### config.mk
export PLATFORM = sky130hd
export DESIGN_NAME = regfile_arbiter
export DESIGN_NICKNAME = d
export VERILOG_FILES = /design/src/rtl/regarb_pkg.sv /design/src/rtl/regarb_pick.sv /design/src/rtl/regfile_arbiter.sv
export SDC_FILE = /design/constraint.sdc
export NUM_CORES = 1
export LEC_CHECK = 0
export CAP_MARGIN = 10
export CORE_ASPECT_RATIO = 1.75
export CORE_MARGIN = 4
export CORE_UTILIZATION = 40
export CTS_BUF_LIST = sky130_fd_sc_hd__clkbuf_4
export DETAILED_ROUTE_END_ITERATION = 6
export PLACE_DENSITY = 0.84
export SYNTH_ARGS = -nofsm -noshare
export SYNTH_HDL_FRONTEND = slang
export SYNTH_SLANG_ARGS = --single-unit
### constraint.sdc
create_clock -name clock -period 2 [get_ports clock]
set_input_delay 0.4 -clock clock [delete_from_list [all_inputs] [get_ports clock]]
set_output_delay 0.4 -clock clock [all_outputs]
set_load 0.02 [all_outputs]
### src/rtl/regarb_pkg.sv
// Shared state encoding and default widths for the register-unit arbiter.
package regarb_pkg;

  typedef enum logic [1:0] {
    IDLE  = 2'd0,
    ISSUE = 2'd1,
    WAIT  = 2'd2,
    DONE  = 2'd3
  } regarb_state_t;

  localparam int REGARB_ADDR_W   = 4;
  localparam int REGARB_DATA_W   = 8;
  localparam int REGARB_NUM_REGS = 16;

endpackage

### src/rtl/regarb_pick.sv
// Combinational winner picker: fixed lowest-index priority, or rotating priority
// starting after i_ptr when REGARB_ROUND_ROBIN_EN is defined.
module regarb_pick
  import regarb_pkg::*;
#(
  parameter int NUM_REQ = 2,
  parameter int IDX_W   = 1
) (
  input  logic [NUM_REQ-1:0] i_req,
`ifdef REGARB_ROUND_ROBIN_EN
  input  logic [IDX_W-1:0]   i_ptr,
`endif
  output logic [NUM_REQ-1:0] o_onehot,
  output logic [IDX_W-1:0]   o_idx
);

  always_comb begin
    o_onehot = '0;
    o_idx    = '0;
`ifdef REGARB_ROUND_ROBIN_EN
    // Walk the search order backwards so the first candidate after i_ptr wins.
    for (int k = NUM_REQ; k >= 1; k--) begin
      if (i_req[(int'(i_ptr) + k) % NUM_REQ]) begin
        o_idx = IDX_W'((int'(i_ptr) + k) % NUM_REQ);
      end
    end
`else
    for (int i = NUM_REQ - 1; i >= 0; i--) begin
      if (i_req[i]) begin
        o_idx = IDX_W'(i);
      end
    end
`endif
    if (|i_req) begin
      o_onehot[o_idx] = 1'b1;
    end
  end

endmodule

### src/rtl/regfile_arbiter.sv
// Shares the single-port register unit between NUM_REQ requesters (IDLE/ISSUE/WAIT/DONE).
// Arbitration policy is selected by REGARB_ROUND_ROBIN_EN (defined: rotating, else fixed).
module regfile_arbiter
  import regarb_pkg::*;
#(
  parameter int NUM_REQ = 2,
  parameter int ADDR_W  = REGARB_ADDR_W,
  parameter int DATA_W  = REGARB_DATA_W
) (
  input  logic                        clock,
  input  logic                        reset,
  input  logic [NUM_REQ-1:0]          i_req,
  input  logic [NUM_REQ-1:0]          i_we,
  input  logic [NUM_REQ*ADDR_W-1:0]   i_addr_in,
  input  logic [NUM_REQ*DATA_W-1:0]   i_wdata_in,
  output logic [NUM_REQ-1:0]          o_gnt,
  output logic [NUM_REQ-1:0]          o_done,
  output logic [DATA_W-1:0]           o_rdata,
  output logic                        o_busy,
  output logic [ADDR_W-1:0]           o_rf_addr,
  output logic                        o_rf_load,
  output logic [DATA_W-1:0]           o_rf_wdata,
  input  logic [DATA_W-1:0]           i_rf_rdata
);

  localparam int IDX_W = (NUM_REQ > 1) ? $clog2(NUM_REQ) : 1;

  regarb_state_t       r_state;
  logic [NUM_REQ-1:0]  r_gnt;
  logic [NUM_REQ-1:0]  r_done;
  logic [DATA_W-1:0]   r_rdata;
  logic                r_busy;
  logic [ADDR_W-1:0]   r_rf_addr;
  logic                r_rf_load;
  logic [DATA_W-1:0]   r_rf_wdata;
  logic [NUM_REQ-1:0]  w_onehot;
  logic [IDX_W-1:0]    w_idx;
`ifdef REGARB_ROUND_ROBIN_EN
  logic [IDX_W-1:0]    r_ptr;
`endif

  regarb_pick #(
    .NUM_REQ (NUM_REQ),
    .IDX_W   (IDX_W)
  ) u_pick (
    .i_req    (i_req),
`ifdef REGARB_ROUND_ROBIN_EN
    .i_ptr    (r_ptr),
`endif
    .o_onehot (w_onehot),
    .o_idx    (w_idx)
  );

  always_ff @(posedge clock or posedge reset) begin
    if (reset) begin
      r_state    <= IDLE;
      r_gnt      <= '0;
      r_done     <= '0;
      r_rdata    <= '0;
      r_busy     <= 1'b0;
      r_rf_addr  <= '0;
      r_rf_load  <= 1'b0;
      r_rf_wdata <= '0;
`ifdef REGARB_ROUND_ROBIN_EN
      r_ptr      <= IDX_W'(NUM_REQ - 1);
`endif
    end else begin
      r_done <= '0;
      case (r_state)
        IDLE: begin
          if (|i_req) begin
            r_gnt      <= w_onehot;
            r_busy     <= 1'b1;
            r_rf_addr  <= i_addr_in[w_idx*ADDR_W +: ADDR_W];
            r_rf_wdata <= i_wdata_in[w_idx*DATA_W +: DATA_W];
            r_rf_load  <= i_we[w_idx];
`ifdef REGARB_ROUND_ROBIN_EN
            r_ptr      <= w_idx;
`endif
            r_state    <= ISSUE;
          end
        end
        ISSUE: begin
          // The unit writes or captures on this edge; reads need one more edge.
          r_rf_load <= 1'b0;
          if (r_rf_load) begin
            r_done  <= r_gnt;
            r_state <= DONE;
          end else begin
            r_state <= WAIT;
          end
        end
        WAIT: begin
          r_rdata <= i_rf_rdata;
          r_done  <= r_gnt;
          r_state <= DONE;
        end
        DONE: begin
          r_gnt   <= '0;
          r_busy  <= 1'b0;
          r_state <= IDLE;
        end
      endcase
    end
  end

  assign o_gnt      = r_gnt;
  assign o_done     = r_done;
  assign o_rdata    = r_rdata;
  assign o_busy     = r_busy;
  assign o_rf_addr  = r_rf_addr;
  assign o_rf_load  = r_rf_load;
  assign o_rf_wdata = r_rf_wdata;

endmodule

==> impl_metrics.toml, run 1 <==
[outcome]
status = "finished clean"

[final_layout]
final_cell_mix = "clkdlybuf4s50_1 (63), dfrtp_1 (28), nand2_1 (13), o21ai_1 (11), a22oi_1 (10)"
ff_latch_area_um2 = 701
design_area_mm2 = 0.00204
final_common_cell = "clkdlybuf4s50_1"
syn2layout_area_growth_pct = 56.1
antenna_cells = 0
fillCellCount = 254
multiInputGateArea_um2 = 547
final_util = 0.650
layout.nets = 227
drive_gt1_frac = 0.104

[global_route]
grt_max_degree = 29
gr-total-overflow = 0
grt_pass1_vias = 1217
antenna_found_initial = 0
grt_first_pass_wirelength_um = 5180
grt.total_usage = 0.154

[synth]
yosysWarnings = 0
synth_cells = 117
synth.net_count = 161
syn_area_mm2 = 0.00131
synthTopCellsByArea = "dfrtp_1 (54%), mux2_2 (6.9%), a22oi_1 (5.7%), ha_1 (5.7%), o21ai_1 (4.2%)"
seq_area_frac_synth = 0.536
ys_ff_latch = 28
synth_area_leader_cell = "dfrtp_1"
synth_top_area_frac = 0.536
syn_area_per_cell_um2 = 11.2
synth_cell_types = 25

[drt]
viasPerCell = 5.20
drcViolationCount = 0
final_antenna_net_count = 0
drtIter0Drc = 23
drt-total-wl_um = 3200
first_pass_iters = 4
vias = 1170
wl_per_cell_um = 14.2

[setup_path]
worstPathArrival_ns = 2.00
cp-end-kind = "flip-flop"
crit_fanout = 10
path_cells = "inv_1 -> ha_1 -> nor3b_1 -> a2111oi_0 -> a21oi_1"
cp-start-kind = "flip-flop"
cp.required_ns = 2.20
crit_type = "flip-flop to flip-flop"
crit_slowest_cell = "a2111oi_0"
cpPeakStageDelay_ns = 0.47

[sta]
fin_crit_sh = 0.901
rsz0062_at_grt = "false"
drv_slew = 0
clock_skew_ns = 0.00434
max_freq_mhz = 555
fin_crit_ns = 1.80
worstMarginPinSlew_ns = 0.531
setup_violations = 0
setup_tns_ns = 0
hold_violations = 0
slew_headroom = 0.646

[placed_design]
hpwl_um = 2640
io_buffers = 63
gp_congestion = 0.805
dpl-instance-area_mm2 = 0.00199

[power_and_ir_drop]
irDropWorstVdd_uv = 726
p_leak_uw = 0.000866
power.switching_uw = 1130
comb_power_share = 0.542
seq_power_share = 0.337
power_density_mw_per_mm2 = 1440
internal_power_uw = 1810
p_clk_frac = 0.121
switching_share = 0.384

[clocking]
cts-root-buf = "clkbuf_4"
cts.sinks = 28
h-tree-depth = 1
cts.repair.resized = 0
numCtsBuffers = 3
cts_setup_buffers = 0
cts_tree = "done"
path_clk_slew_ns = 0.14
clkLatencyLatePin_ns = 0.31
cts_max_path_buffers = 2
cts_hold_buf = 0

[floorplanning]
die_x_um = 51.2
core.rowCount = 27
fp.dieH_um = 83.6
die_area_mm2 = 0.00428
io_pins = 64
core_area_mm2 = 0.00314
start_util = 0.416

[run]
max_cap_violations = 0

[hold_path]
min_path_type = "input pin to asynchronous set/reset pin"
-- final cells by class --
class,instances,area share
sequential,28,0.343
timing repair buffer,68,0.327
multi-input combinational,77,0.268
clock inverter,1,0.0147
clock buffer,3,0.0110
inverter,5,0.00920
tap,43,0.0264
-- logic make-up (layout without fill, tap and decap cells) --
group / after synthesis / in the layout / share of synthesized area
AO/OA/AOI/OAI: 39 / 39 / 0.207
adder cells (fa/ha/maj): 6 / 6 / 0.0574
buffers and inverters: 12 / 77 / 0.0459
flip-flops: 28 / 28 / 0.536
multiplexers: 9 / 9 / 0.0766
AND/OR/NAND/NOR: 23 / 23 / 0.0775
-- sequential cells by signal, indices dropped and copies added (netlist names) --
signal      cells
o_busy          1
o_done          2
o_gnt           2
o_rdata         8
o_rf_addr       4
o_rf_load       1
o_rf_wdata      8
r_state         2
-- critical path: cells and delay by family, from the launching register on --
kind | cells | cell delay [ns]
compound gates | 2 | 0.56
fa+ha+maj | 1 | 0.34
buf+inv | 1 | 0.12
flops | 1 | 0.44
simple gates | 1 | 0.21
-- power groups by stage --
| stage | combinational, uW | clock [uW] | sequential (uW) |
|---|---|---|---|
| floorplan | 607 | 0 | 1270 |
| detailed placement | 1600 | 0 | 1010 |
| global route | 1710 | 397 | 1030 |
| CTS | 1610 | 366 | 994 |
| global placement | 1550 | 0 | 990 |
| finish | 1590 | 358 | 992 |
-- through the flow --
stage / std cells / power, uW / hold WS [ns] / setup slack [ns]
after floorplan: 117 / 1870 / 0.465 / 0.504
after global placement: 221 / 2540 / 0.478 / 0.253
after detailed placement: 221 / 2610 / 0.482 / 0.184
after CTS: 225 / 2970 / 0.423 / 0.160
after global routing: 225 / 3140 / 0.430 / 0.0384
final: 225 / 2940 / 0.411 / 0.197
-- synth_stat cells --
cell,number
nand2_1,13
o21ai_2,1
ha_1,6
buf_6,1
and2b_1,1
buf_2,3
a22oi_1,10
a2111oi_0,2
nor3b_1,1
o21ai_0,3
o21ai_1,11
or3_1,1
dfrtp_1,28
a32o_1,1
mux2_2,8
a22o_1,6
or3b_1,1
a21oi_1,3
o31ai_2,1
mux2i_1,1
nor2_1,6
buf_4,1
a31o_1,1
inv_1,5
clkbuf_1,2
-- per-layer routing --
layer / track usage / share of wire
met1: 0.157 / 0.34
met2: 0.283 / 0.53
met3: 0.0465 / 0.12
met4: 0.0573 / 0.014
met5: 0 / 0
-- path summary, 6_finish.rpt --
path	startpoint	to	slack (ns)	cells after the start
max	r_state[0]$_DFFE_PP0P_	r_state[0]$_DFFE_PP0P_	0.20	5
min	reset	o_rdata[6]$_DFFE_PP0N_	0.41	3
max reg2reg	r_state[0]$_DFFE_PP0P_	r_state[0]$_DFFE_PP0P_	0.20	5
min reg2reg	o_rf_wdata[7]$_DFFE_PP0P_	o_rf_wdata[7]$_DFFE_PP0P_	0.51	2
max in group asynchronous	reset	o_rdata[1]$_DFFE_PP0N_	1.33	3
min in group clock	o_rf_wdata[7]$_DFFE_PP0P_	o_rf_wdata[7]$_DFFE_PP0P_	0.51	2
Power figures use the tool's default switching activity.
==> run 2: changes to the inputs <==
--- a/config.mk
+++ b/config.mk
@@ -5,6 +5,7 @@
 export SDC_FILE = /design/constraint.sdc
 export NUM_CORES = 1
 export LEC_CHECK = 0
+export ABC_AREA = 0
 export CAP_MARGIN = 10
 export CORE_ASPECT_RATIO = 1.75
 export CORE_MARGIN = 4
==> results of run 2 <==
Final layout, timing and power as in run 1 (identical DEF).
